### src/rtl/fifo_pkg.sv
// Shared definitions for the programmable synchronous FIFO: read-mode enum,
// width helpers and the depth legality rule checked at elaboration.
package fifo_pkg;

   typedef enum logic {
      FIFO_STD  = 1'b0,
      FIFO_FWFT = 1'b1
   } fifo_mode_e;

   // Smallest depth that keeps the almost-full/almost-empty flags meaningful
   localparam int MIN_DEPTH = 4;

   // Pointer width: pointers wrap naturally because DEPTH is a power of two
   function automatic int addr_width(input int depth);
      return (depth <= 1) ? 1 : $clog2(depth);
   endfunction

   // Occupancy width: one extra bit so that count can reach DEPTH itself
   function automatic int cnt_width(input int depth);
      return addr_width(depth) + 1;
   endfunction

   function automatic bit is_pow2(input int n);
      return (n > 0) && ((n & (n - 1)) == 0);
   endfunction

   function automatic bit depth_legal(input int depth);
      return is_pow2(depth) && (depth >= MIN_DEPTH);
   endfunction

endpackage

### src/rtl/fifo_mem.sv
// FIFO storage: DEPTH x DATA_WIDTH array, synchronous write port and an
// asynchronous read port so the top can offer first-word-fall-through.
// Contents are deliberately not reset; validity is tracked by the pointers.
module fifo_mem
   import fifo_pkg::*;
#(
   parameter int DATA_WIDTH = 8,
   parameter int DEPTH      = 16,
   parameter int ADDR_W     = addr_width(DEPTH)
) (
   input  logic                  clk,
   input  logic                  wr_en,
   input  logic [ADDR_W-1:0]     wr_addr,
   input  logic [DATA_WIDTH-1:0] wr_data,
   input  logic [ADDR_W-1:0]     rd_addr,
   output logic [DATA_WIDTH-1:0] rd_data
);

   logic [DATA_WIDTH-1:0] mem [DEPTH];

   // Write port: store accepted data at the write pointer
   always_ff @(posedge clk) begin
      if (wr_en) begin
         mem[wr_addr] <= wr_data;
      end
   end

   assign rd_data = mem[rd_addr];

endmodule

### src/rtl/sync_fifo_prog.sv
// Single-clock FIFO with programmable almost-full/almost-empty thresholds,
// occupancy count, synchronous flush, sticky overflow/underflow flags and an
// optional first-word-fall-through read mode. All flags are decoded from
// registered state only, so no request input reaches an output combinationally.
module sync_fifo_prog
   import fifo_pkg::*;
#(
   parameter int  DATA_WIDTH = 8,
   parameter int  DEPTH      = 16,
   parameter int  FWFT       = 0,
   localparam int CNT_W      = cnt_width(DEPTH)
) (
   input  logic                  clk,
   input  logic                  rst_n,
   input  logic                  flush,
   input  logic                  wr_en,
   input  logic [DATA_WIDTH-1:0] din,
   input  logic                  rd_en,
   output logic [DATA_WIDTH-1:0] dout,
   input  logic [CNT_W-1:0]      af_thresh,
   input  logic [CNT_W-1:0]      ae_thresh,
   input  logic                  clr_err,
   output logic                  full,
   output logic                  empty,
   output logic                  almost_full,
   output logic                  almost_empty,
   output logic [CNT_W-1:0]      count,
   output logic                  overflow,
   output logic                  underflow
);

   localparam int         ADDR_W = addr_width(DEPTH);
   localparam fifo_mode_e MODE   = (FWFT != 0) ? FIFO_FWFT : FIFO_STD;

   if (!depth_legal(DEPTH)) begin : g_depth_check
      $error("sync_fifo_prog: DEPTH must be a power of two and at least 4");
   end

   logic [ADDR_W-1:0]     wr_ptr_reg, wr_ptr_next;
   logic [ADDR_W-1:0]     rd_ptr_reg, rd_ptr_next;
   logic [CNT_W-1:0]      count_reg, count_next;
   logic                  overflow_reg, overflow_next;
   logic                  underflow_reg, underflow_next;
   logic                  is_full, is_empty;
   logic                  wr_acc, rd_acc;
   logic [DATA_WIDTH-1:0] mem_rd_data;

   assign is_full  = (count_reg == CNT_W'(DEPTH));
   assign is_empty = (count_reg == '0);

   fifo_mem #(
      .DATA_WIDTH (DATA_WIDTH),
      .DEPTH      (DEPTH),
      .ADDR_W     (ADDR_W)
   ) u_mem (
      .clk     (clk),
      .wr_en   (wr_acc),
      .wr_addr (wr_ptr_reg),
      .wr_data (din),
      .rd_addr (rd_ptr_reg),
      .rd_data (mem_rd_data)
   );

   // Next-state: acceptance from registered flags, flush overrides requests,
   // error flags are sticky and a new error beats clr_err in the same cycle
   always_comb begin
      wr_acc         = wr_en && !is_full && !flush;
      rd_acc         = rd_en && !is_empty && !flush;
      wr_ptr_next    = wr_ptr_reg;
      rd_ptr_next    = rd_ptr_reg;
      count_next     = count_reg;
      overflow_next  = (!flush && wr_en && is_full)  || (overflow_reg  && !clr_err);
      underflow_next = (!flush && rd_en && is_empty) || (underflow_reg && !clr_err);

      if (flush) begin
         wr_ptr_next = '0;
         rd_ptr_next = '0;
         count_next  = '0;
      end else begin
         if (wr_acc) begin
            wr_ptr_next = wr_ptr_reg + ADDR_W'(1);
         end
         if (rd_acc) begin
            rd_ptr_next = rd_ptr_reg + ADDR_W'(1);
         end
         case ({wr_acc, rd_acc})
            2'b10:   count_next = count_reg + CNT_W'(1);
            2'b01:   count_next = count_reg - CNT_W'(1);
            default: count_next = count_reg;
         endcase
      end
   end

   // State registers for pointers, occupancy and sticky error flags
   always_ff @(posedge clk or negedge rst_n) begin
      if (!rst_n) begin
         wr_ptr_reg    <= '0;
         rd_ptr_reg    <= '0;
         count_reg     <= '0;
         overflow_reg  <= 1'b0;
         underflow_reg <= 1'b0;
      end else begin
         wr_ptr_reg    <= wr_ptr_next;
         rd_ptr_reg    <= rd_ptr_next;
         count_reg     <= count_next;
         overflow_reg  <= overflow_next;
         underflow_reg <= underflow_next;
      end
   end

   if (MODE == FIFO_FWFT) begin : g_fwft
      // Head entry is presented directly; zero while nothing is stored
      assign dout = is_empty ? '0 : mem_rd_data;
   end else begin : g_std
      logic [DATA_WIDTH-1:0] dout_reg;

      // Capture the head entry on an accepted read; hold otherwise (also across flush)
      always_ff @(posedge clk or negedge rst_n) begin
         if (!rst_n) begin
            dout_reg <= '0;
         end else if (rd_acc) begin
            dout_reg <= mem_rd_data;
         end
      end

      assign dout = dout_reg;
   end

   assign full         = is_full;
   assign empty        = is_empty;
   assign almost_full  = (count_reg >= af_thresh);
   assign almost_empty = (count_reg <= ae_thresh);
   assign count        = count_reg;
   assign overflow     = overflow_reg;
   assign underflow    = underflow_reg;

endmodule

### config.mk
export PLATFORM = sky130hd
export DESIGN_NAME = sync_fifo_prog
export DESIGN_NICKNAME = d
export VERILOG_FILES = /design/src/rtl/fifo_pkg.sv /design/src/rtl/fifo_mem.sv /design/src/rtl/sync_fifo_prog.sv
export SDC_FILE = /design/constraint.sdc
export NUM_CORES = 1
export LEC_CHECK = 0
export ABC_AREA = 1
export CORE_ASPECT_RATIO = 1.5
export CORE_MARGIN = 2
export CORE_UTILIZATION = 55
export CTS_BUF_LIST = sky130_fd_sc_hd__clkbuf_8
export DETAILED_ROUTE_END_ITERATION = 10
export GPL_ROUTABILITY_DRIVEN = 0
export GPL_TIMING_DRIVEN = 0
export PLACE_DENSITY = 0.78
export SYNTH_ARGS = -nofsm -noshare
export SYNTH_HDL_FRONTEND = slang
export SYNTH_SLANG_ARGS = --single-unit
### constraint.sdc
create_clock -name clk -period 1.75 [get_ports clk]
set_clock_uncertainty 0.1 [all_clocks]
set_input_delay 0.525 -clock clk [delete_from_list [all_inputs] [get_ports clk]]
set_output_delay 0.525 -clock clk [all_outputs]
set_load 0.01 [all_outputs]
==> results of run 1 <==
[final cells by class]
| cell class | instances | share of cell area |
|---|---|---|
| Sequential cell | 151 | 0.515 |
| Multi-Input combinational cell | 322 | 0.273 |
| Timing Repair Buffer | 81 | 0.0925 |
| Buffer | 26 | 0.0285 |
| Clock buffer | 17 | 0.0272 |
| Tap cell | 150 | 0.0218 |
| Clock inverter | 15 | 0.0217 |
| Inverter | 42 | 0.0208 |
[layout by cell type (no fill, tap or decap), types with 6 or more instances in the layout]
master           synthesis  final
buf_2                    6      8
buf_4                    1     21
buf_6                    7     30
clkbuf_8                 0     18
clkdlybuf4s15_1          0      9
clkdlybuf4s50_1          0     16
clkinv_2                 0      6
dfrtp_1                 23     18
dlygate4sd2_1            0      7
edfxtp_1               128    128
ha_1                    17     10
ha_4                     0      7
inv_1                   34     21
inv_2                    3     14
nand2_1                 38     21
nand2_2                  3     14
nand2_8                  0      6
nand3_1                 18      8
nand3_2                  2     11
nor2_1                  96     76
nor2_4                   1     20
o211ai_1                10     10
o21ai_0                 70     47
o21ai_1                  9     25
o21ai_2                  0      7
o221ai_1                23     15
o221ai_2                 0      8
o22ai_1                  9      7
[cells by family after synthesis]
kind of cell | count (synthesis)
simple gates | 165
buf+inv | 69
fa+ha+maj | 17
xor+xnor | 2
compound gates | 138
flops | 151
[repair_timing]
action	in CTS	in global routing
buffers inserted	30	12
resized for setup	157	86
endpoints found under the setup margin	159	159
pin swaps	41	35
[final timing paths]
path | from | endpoint | slack [ns] | cells past startpoint
worst max-delay path | count[0] | almost_full | -0.78 | 9
worst min-delay path | underflow | underflow | 0.44 | 2
worst max register to register | count[3] | count[4] | -0.45 | 18
worst min register to register | underflow | underflow | 0.44 | 2
max in group asynchronous | rst_n | count[1] | 0.31 | 1
min in group asynchronous | rst_n | overflow | 0.53 | 1
[stage by stage]
| step | total power, mW | setup slack (ns) |
|---|---|---|
| 5_1_grt | 12.5 | -0.882 |
| 2_1_floorplan | 6.40 | -0.166 |
| 3_3_place_gp | 7.57 | -1.17 |
| 3_5_place_dp | 7.72 | -1.23 |
| 6_report | 12.1 | -0.784 |
| 4_1_cts | 11.3 | -0.694 |
[layer usage]
layer / GRT usage / up-vias / wire (um)
li1: - / 2164 / -
met5: 0 / - / 0
met1: 0.291 / 2418 / 6080
met2: 0.518 / 333 / 9960
met3: 0.0628 / 83 / 1460
met4: 0.192 / 0 / 1210
[tightest hold or removal path, stage by stage (launching register included)]
cell     delay [ns]
dfrtp_1        0.39
inv_1          0.06
o21ai_0        0.06
[power by group]
group          total, mW  leakage, nW  switching, mW  internal [mW]
logic               5.00         1.42           2.85           2.15
registers           4.33         1.44          0.190           4.14
clock network       2.77        0.219           1.24           1.53
==> flow_summary.ini, run 1 <==
[floorplan]
die_w_um = 92.8
die_h_um = 137
io_pins = 43
fp-row-count = 48
die_area_mm2 = 0.0127
start_util = 0.564
core_area_mm2 = 0.0115

[yosys]
synth-seq-cells = 151
synth_top_cells_by_count = 128 x edfxtp_1, 96 x nor2_1, 70 x o21ai_0
synthCells = 542
muxShareOfSynthArea = 0
synth_edf_count = 128
syn_area_mm2 = 0.00650
synthSimpleGateAreaFrac = 0.107
avgSynthCellArea_um2 = 12.0
synthAdderAreaFrac = 0.0327
synth_top_area_share = 0.591
yosysTopAreaCell = edfxtp_1
async_reset_ff_frac = 0.152
yosysWarnings = 0
synth.distinct_cells = 33
dominantRegCellSynth = edfxtp_1
syn_nets = 583
synth_compound_area_frac = 0.127
synth_top_family_by_area = compound AO/OA/AOI/OAI gates
synth_xor_area_frac = 0.00269
synth.most_common_cell = edfxtp_1
synthTopCellsByArea = edfxtp_1 59%, dfrtp_1 8.9%, nor2_1 5.5%
yosysSeqAreaShare = 0.680

[global_routing]
grt_pass1_wl_um = 26300
grtUsageTotal = 0.286
gr-total-overflow = 0
grt_max_degree = 24
antenna_found_initial = 0
grt_pass1_vias = 4970

[clock_tree]
clk_pin_slew_ns = 0.08
cts_tree = built
worstSkewPairLatency_ns = 0.46
clkSinkCount = 151
holdBufCountCts = 0
numCtsBuffers = 17
clock_path_buffers = 2
cts_max_level = 4
cts_root_buf = clkbuf_8

[sta]
slew_headroom = 0.295
hold_violations = 0
holdWs_ns = 0.443
worstMarginPinSlew_ns = 1.05
period_needed_ns = 2.53
slew_viol_final = 0
final.period_utilization = 1.45
rsz0062_at_grt = true
finalSetupTns_ns = -57.57
fmax_mhz = 395
setup_ws_ns = -0.784
setup_viol = 153

[cells_and_area]
largest_reg_flops = 128
n_fill_cell = 677
instances_no_fill = 804
drive_gt1_frac = 0.333
diodes = 0
register_area_mm2 = 0.00443
multi_input_area_mm2 = 0.00235
layout.nets = 682
syn_to_final_growth_pct = 32.3
fin_area_mm2 = 0.00860
final_util = 0.746

[setup_path]
path_class = flip-flop to output port
cp-start-kind = flip-flop
worstPathRequired_ns = 1.12
crit_chain = inv_4 -> ha_4 -> inv_2 -> nand2_2 -> a21oi_2 -> o21bai_1 -> a21oi_1 -> o21bai_1 -> buf_2
slowest_stage = dfrtp_2
slowest_delay_ns = 0.44
path_buf_inv = 3
crit_family = compound AO/OA/AOI/OAI gates
arrival_ns = 1.91
cpMostUsedCell = o21bai_1
path_max_fanout = 2
crit_path_end_kind = output port

[placed_design]
place_inst = 734
numPortBuffers = 42
postPlaceCellArea_mm2 = 0.00728
place_hpwl_um = 11300

[power]
p_per_area_mw_per_mm2 = 1410
peakVddDrop_mv = 0.683
leakage_nw = 3.08

[routing]
viasPerCell = 6.22
drt-total-wl_um = 18700
drc = 0
drtPass1Iterations = 5
drt-initial-drc-count = 461
routedWlPerCell_um = 23.3
drtAntennaViolNets = 0
vias = 4998

[run_status]
status = finished with violations
violations = setup timing

[job]
drv_cap = 0

[hold_path]
hold_class = flip-flop to flip-flop
Note: power is estimated with default switching activity, not from simulation.
==> run 2, diff against run 1 <==
--- a/config.mk
+++ b/config.mk
@@ -8,12 +8,13 @@
 export ABC_AREA = 1
 export CORE_ASPECT_RATIO = 1.5
 export CORE_MARGIN = 2
-export CORE_UTILIZATION = 55
+export CORE_UTILIZATION = 60
 export CTS_BUF_LIST = sky130_fd_sc_hd__clkbuf_8
 export DETAILED_ROUTE_END_ITERATION = 10
 export GPL_ROUTABILITY_DRIVEN = 0
 export GPL_TIMING_DRIVEN = 0
-export PLACE_DENSITY = 0.78
+export PLACE_DENSITY = 0.81
+export SETUP_SLACK_MARGIN = 0.2
 export SYNTH_ARGS = -nofsm -noshare
 export SYNTH_HDL_FRONTEND = slang
 export SYNTH_SLANG_ARGS = --single-unit
==> constraint.sdc (replaced) <==
create_clock -name clk -period 2.6 [get_ports clk]
set_clock_uncertainty 0.1 [all_clocks]
set_input_delay 0.78 -clock clk [delete_from_list [all_inputs] [get_ports clk]]
set_output_delay 0.78 -clock clk [all_outputs]
set_load 0.01 [all_outputs]
==> run 2 against run 1 <==
Compared with the run above: largest cell class unchanged; the run still ends with setup timing left; core utilization down 0.30 points; global-route usage up 0.54 points; total power down 41%; wire length down 12%; critical path type is now input port to output port; cell count down 4.0%; sequential share of layout area up 4.8 points; sequential power down 32%.
==> flow_summary.ini, run 2 (synthesis gave the netlist of run 1 again) <==
[sta]
slew_headroom = 0.304
setup_viol = 2
setup_ws_ns = -0.120
slew_viol_final = 0
hold_violations = 0
fmax_mhz = 368
rsz0062_at_grt = true
worstMarginPinSlew_ns = 1.04
holdWs_ns = 0.434
period_needed_ns = 2.72
final.period_utilization = 1.05

[setup_path]
crit_family = buffers and inverters
slowest_stage = clkdlybuf4s50_1
cpMostUsedCell = inv_1
reg2reg_depth = 14
slowest_delay_ns = 0.46
cp-start-kind = input port
crit_path_end_kind = output port
path_max_fanout = 1
path_class = input port to output port
cp.depth = 6
worstPathRequired_ns = 1.72
arrival_ns = 1.84
path_buf_inv = 4
crit_chain = clkdlybuf4s50_1 -> inv_1 -> ha_1 -> inv_1 -> o21bai_1 -> buf_2

[hold_path]
whs_path_depth = 2
hold_class = flip-flop to flip-flop

[cells_and_area]
instances_no_fill = 772
layout.nets = 656
diodes = 0
layout_commonest_cell = edfxtp_1
final_util = 0.743
drive_gt1_frac = 0.189
fin_area_mm2 = 0.00787
syn_to_final_growth_pct = 21.0
most-common-layout-cells = 128 x edfxtp_1, 77 x nor2_1, 69 x o21ai_0
largest_reg_flops = 128

[routing]
drc = 0
viasPerCell = 6.08
drt-initial-drc-count = 492
drt-total-wl_um = 16400
routedWlPerCell_um = 21.2
drtAntennaViolNets = 0
drtPass1Iterations = 7
vias = 4690

[floorplan]
die_w_um = 89.0
io_pins = 43
die_area_mm2 = 0.0117
die_h_um = 131
core_area_mm2 = 0.0106
fp-row-count = 46
start_util = 0.614

[global_routing]
grt_pass1_vias = 4875
antenna_found_initial = 0
gr-total-overflow = 0
grt_max_degree = 24
grtUsageTotal = 0.292
grt_pass1_wl_um = 24800

[run_status]
violations = setup timing
status = finished with violations

[placed_design]
place_hpwl_um = 10900
place_inst = 728
postPlaceCellArea_mm2 = 0.00710
numPortBuffers = 42

[clock_tree]
numCtsBuffers = 17
cts_max_level = 4
clkSinkCount = 151
holdBufCountCts = 0
clock_path_buffers = 2
cts_tree = built
cts_root_buf = clkbuf_8
clk_pin_slew_ns = 0.08
worstSkewPairLatency_ns = 0.44

[power]
peakVddDrop_mv = 0.413
seq_power_share = 0.413
sw_frac_of_total = 0.352
switchingPower_mw = 2.50
internal-power_mw = 4.59
total_power_mw = 7.09
p_comb_frac = 0.343
leakage_nw = 2.86
p_per_area_mw_per_mm2 = 901
clkPwrFrac = 0.244

[job]
drv_cap = 0
run 2: repair_timing:
action                     in CTS  in global routing
cloned                          0                  0
buffers inserted                9                  3
gates resized for setup        66                 33
setup endpoints to repair     136                133
pin swaps                      16                 13
run 2: power groups by stage:
stage	combinational [mW]	sequential, mW	clock (mW)
4_1_cts	2.33	2.92	1.74
5_1_grt	2.64	2.95	1.82
3_5_place_dp	2.14	2.97	0
6_report	2.43	2.93	1.73
3_3_place_gp	2.05	2.96	0
2_1_floorplan	1.27	2.98	0
run 2: layout make-up:
cell class / count / area [um2]
Sequential cell: 151 / 4430
Fill cell: 665 / 2720
Clock buffer: 17 / 234
Inverter: 42 / 166
Clock inverter: 15 / 154
Tap cell: 144 / 180
Buffer: 27 / 166
Multi-Input combinational cell: 322 / 2020
Timing Repair Buffer: 54 / 519
run 2: routing by layer:
layer  global-route usage  part of all wire  vias to the layer above
li1                     -                 -                     2105
met1                0.317              0.34                     2236
met2                0.496              0.53                      293
met3               0.0697             0.080                       56
met4                0.177             0.050                        0
met5                    0                 0                        -
run 2: per-stage QoR:
stage,TNS [ns],setup slack (ns)
6_report,-0.224,-0.120
5_1_grt,-0.368,-0.204
4_1_cts,-3.14,-0.148
3_5_place_dp,-73.01,-0.802
3_3_place_gp,-66.80,-0.741
2_1_floorplan,0,0.183
run 2: worst paths after layout:
check	slack, ns	from	to
max in group asynchronous	0.89	rst_n	count[1]
worst min register to register	0.43	underflow	underflow
worst max-delay path	-0.12	af_thresh[4]	almost_full
worst min-delay path	0.43	underflow	underflow
min in group asynchronous	0.80	rst_n	wr_ptr_reg[2]
worst max register to register	0.37	count[2]	count[4]
run 2: worst min-delay path: stages (launching register included):
cell and delay (ns):
dfrtp_1 0.38, inv_1 0.05, o21ai_0 0.06
==> run 3, diff against run 2 <==
--- a/config.mk
+++ b/config.mk
@@ -8,12 +8,11 @@
 export ABC_AREA = 1
 export CORE_ASPECT_RATIO = 1.5
 export CORE_MARGIN = 2
-export CORE_UTILIZATION = 60
-export CTS_BUF_LIST = sky130_fd_sc_hd__clkbuf_8
+export CORE_UTILIZATION = 59
 export DETAILED_ROUTE_END_ITERATION = 10
 export GPL_ROUTABILITY_DRIVEN = 0
 export GPL_TIMING_DRIVEN = 0
-export PLACE_DENSITY = 0.81
+export PLACE_DENSITY = 0.8
 export SETUP_SLACK_MARGIN = 0.2
 export SYNTH_ARGS = -nofsm -noshare
 export SYNTH_HDL_FRONTEND = slang
==> run 3 against run 2 <==
Compared with the run above: the flow still finishes with violations (setup timing); clock-buffer cell count is 1 higher; global-route usage increased by 2.2 points; design area up 4.9%; register-to-register slack worse by 0.02 ns; total power rose by 18%; largest power group unchanged; core utilization up 1.6 points; first-iteration DRC count grew 46%; largest cell class unchanged; sequential cell count unchanged.
==> flow_summary.ini, run 3 (synthesis gave the netlist of run 1 again) <==
[setup_path]
arrival_ns = 1.85
slowest_delay_ns = 0.23
critPathLaunch = af_thresh[0]
path_class = input port to output port
r2r-end = dout[0]
crit_path_end = almost_full
path_max_fanout = 1
cp-start-kind = input port
crit_chain = buf_2 -> ha_4 -> inv_2 -> nand2_2 -> a21oi_4 -> o21bai_4 -> a21oi_2 -> o21bai_1 -> buf_2
r2r_slack_ns = 0.35
reg2reg_depth = 7
worstPathRequired_ns = 1.72
cpMostUsedCell = buf_2
crit_path_end_kind = output port
r2r_start = rd_ptr_reg[1]
slowest_stage = ha_4

[run_status]
violations = setup timing
status = finished with violations

[hold_path]
hold_class = flip-flop to flip-flop

[power]
peakVddDrop_mv = 0.671
leakage_nw = 3.03
p_per_area_mw_per_mm2 = 1010
total_power_mw = 8.36

[cells_and_area]
n_fill_cell = 632
syn_to_final_growth_pct = 26.9
layout.nets = 664
fin_area_mm2 = 0.00825
layout_commonest_cell = edfxtp_1
multi_input_area_mm2 = 0.00206
largest_reg_flops = 128
most-common-layout-cells = 128 x edfxtp_1, 77 x nor2_1, 69 x o21ai_0
drive_gt1_frac = 0.214
diodes = 0
register_area_mm2 = 0.00443

[sta]
hold_violations = 0
fmax_mhz = 366
holdWs_ns = 0.450
setup_ws_ns = -0.130
setup_viol = 2
slew_headroom = 0.294
final.period_utilization = 1.05
rsz0062_at_grt = true
worstMarginPinSlew_ns = 1.06
period_needed_ns = 2.73
slew_viol_final = 0

[clock_tree]
clk_pin_slew_ns = 0.06
cts_tree = built
cts_root_buf = clkbuf_16
worstSkewPairLatency_ns = 0.43
holdBufCountCts = 0
cts_max_level = 4
numCtsBuffers = 17
clkSinkCount = 151
clock_path_buffers = 2

[routing]
drt-total-wl_um = 18700
drtAntennaViolNets = 0
drtPass1Iterations = 6
drt-initial-drc-count = 720
routedWlPerCell_um = 23.9
vias = 5035
drc = 0
viasPerCell = 6.44

[floorplan]
fp-row-count = 47
die_h_um = 133
die_area_mm2 = 0.0119
core_area_mm2 = 0.0109
die_w_um = 89.7
start_util = 0.598
io_pins = 43

[global_routing]
grt_pass1_wl_um = 27800
grt_pass1_vias = 5023
grt_max_degree = 24
antenna_found_initial = 0
gr-total-overflow = 0
grtUsageTotal = 0.314

[placed_design]
place_hpwl_um = 11500
numPortBuffers = 42
postPlaceCellArea_mm2 = 0.00711

[job]
drv_cap = 0
## run 3: power by group
part	internal (mW)	switching [mW]	total (mW)	leakage (nW)
registers	2.79	0.114	2.90	1.44
clock network	1.79	0.963	2.75	0.314
logic	1.07	1.64	2.70	1.28
total	5.65	2.71	8.36	3.03
## run 3: what timing repair did
| item | in CTS | in global routing |
|---|---|---|
| endpoints found under the setup margin | 136 | 37 |
| buffers inserted | 11 | 9 |
| resized for setup | 83 | 30 |
| pin swaps | 19 | 17 |
## run 3: per-layer routing
| layer | track usage | vias to the layer above | share of wire |
|---|---|---|---|
| li1 | - | 2123 | - |
| met5 | 0 | - | 0 |
| met1 | 0.332 | 2421 | 0.33 |
| met4 | 0.193 | 0 | 0.068 |
| met3 | 0.0837 | 102 | 0.087 |
| met2 | 0.557 | 389 | 0.51 |
## run 3: per-stage QoR
| stage | TNS [ns] | utilization | std cells | setup slack, ns |
|---|---|---|---|---|
| 4_1_cts | -0.337 | 0.746 | 773 | -0.120 |
| 5_1_grt | -0.337 | 0.759 | 782 | -0.197 |
| 3_5_place_dp | -80.61 | 0.653 | 731 | -0.802 |
| 3_3_place_gp | -64.45 | 0.653 | 731 | -0.750 |
| 6_report | -0.239 | 0.759 | 782 | -0.130 |
| 2_1_floorplan | 0 | - | 542 | 0.183 |
## run 3: worst min-delay path by stage
stage	depth (start not counted)	end	slack, ns	start
detailed placement	2	underflow	0.42	underflow
CTS	2	underflow	0.43	underflow
floorplan	0	count[0]	0.38	rst_n
global placement	2	underflow	0.41	underflow
finish	2	dout[1]	0.45	dout[1]
global route	2	underflow	0.46	underflow
## run 3: critical path: cells and delay by family
kind            cells  cell delay, ns
compound gates      4            0.47
buf+inv             3            0.30
fa+ha+maj           1            0.23
simple gates        1            0.06
## run 3: final cells by class
class	instances	share of cell area
repair buffers	62	0.0722
clock buffers	18	0.0520
inverters	42	0.0202
well taps	147	0.0223
multi-input cells	322	0.250
clock inverters	13	0.0274
flip-flops and latches	151	0.536
plain buffers	27	0.0202
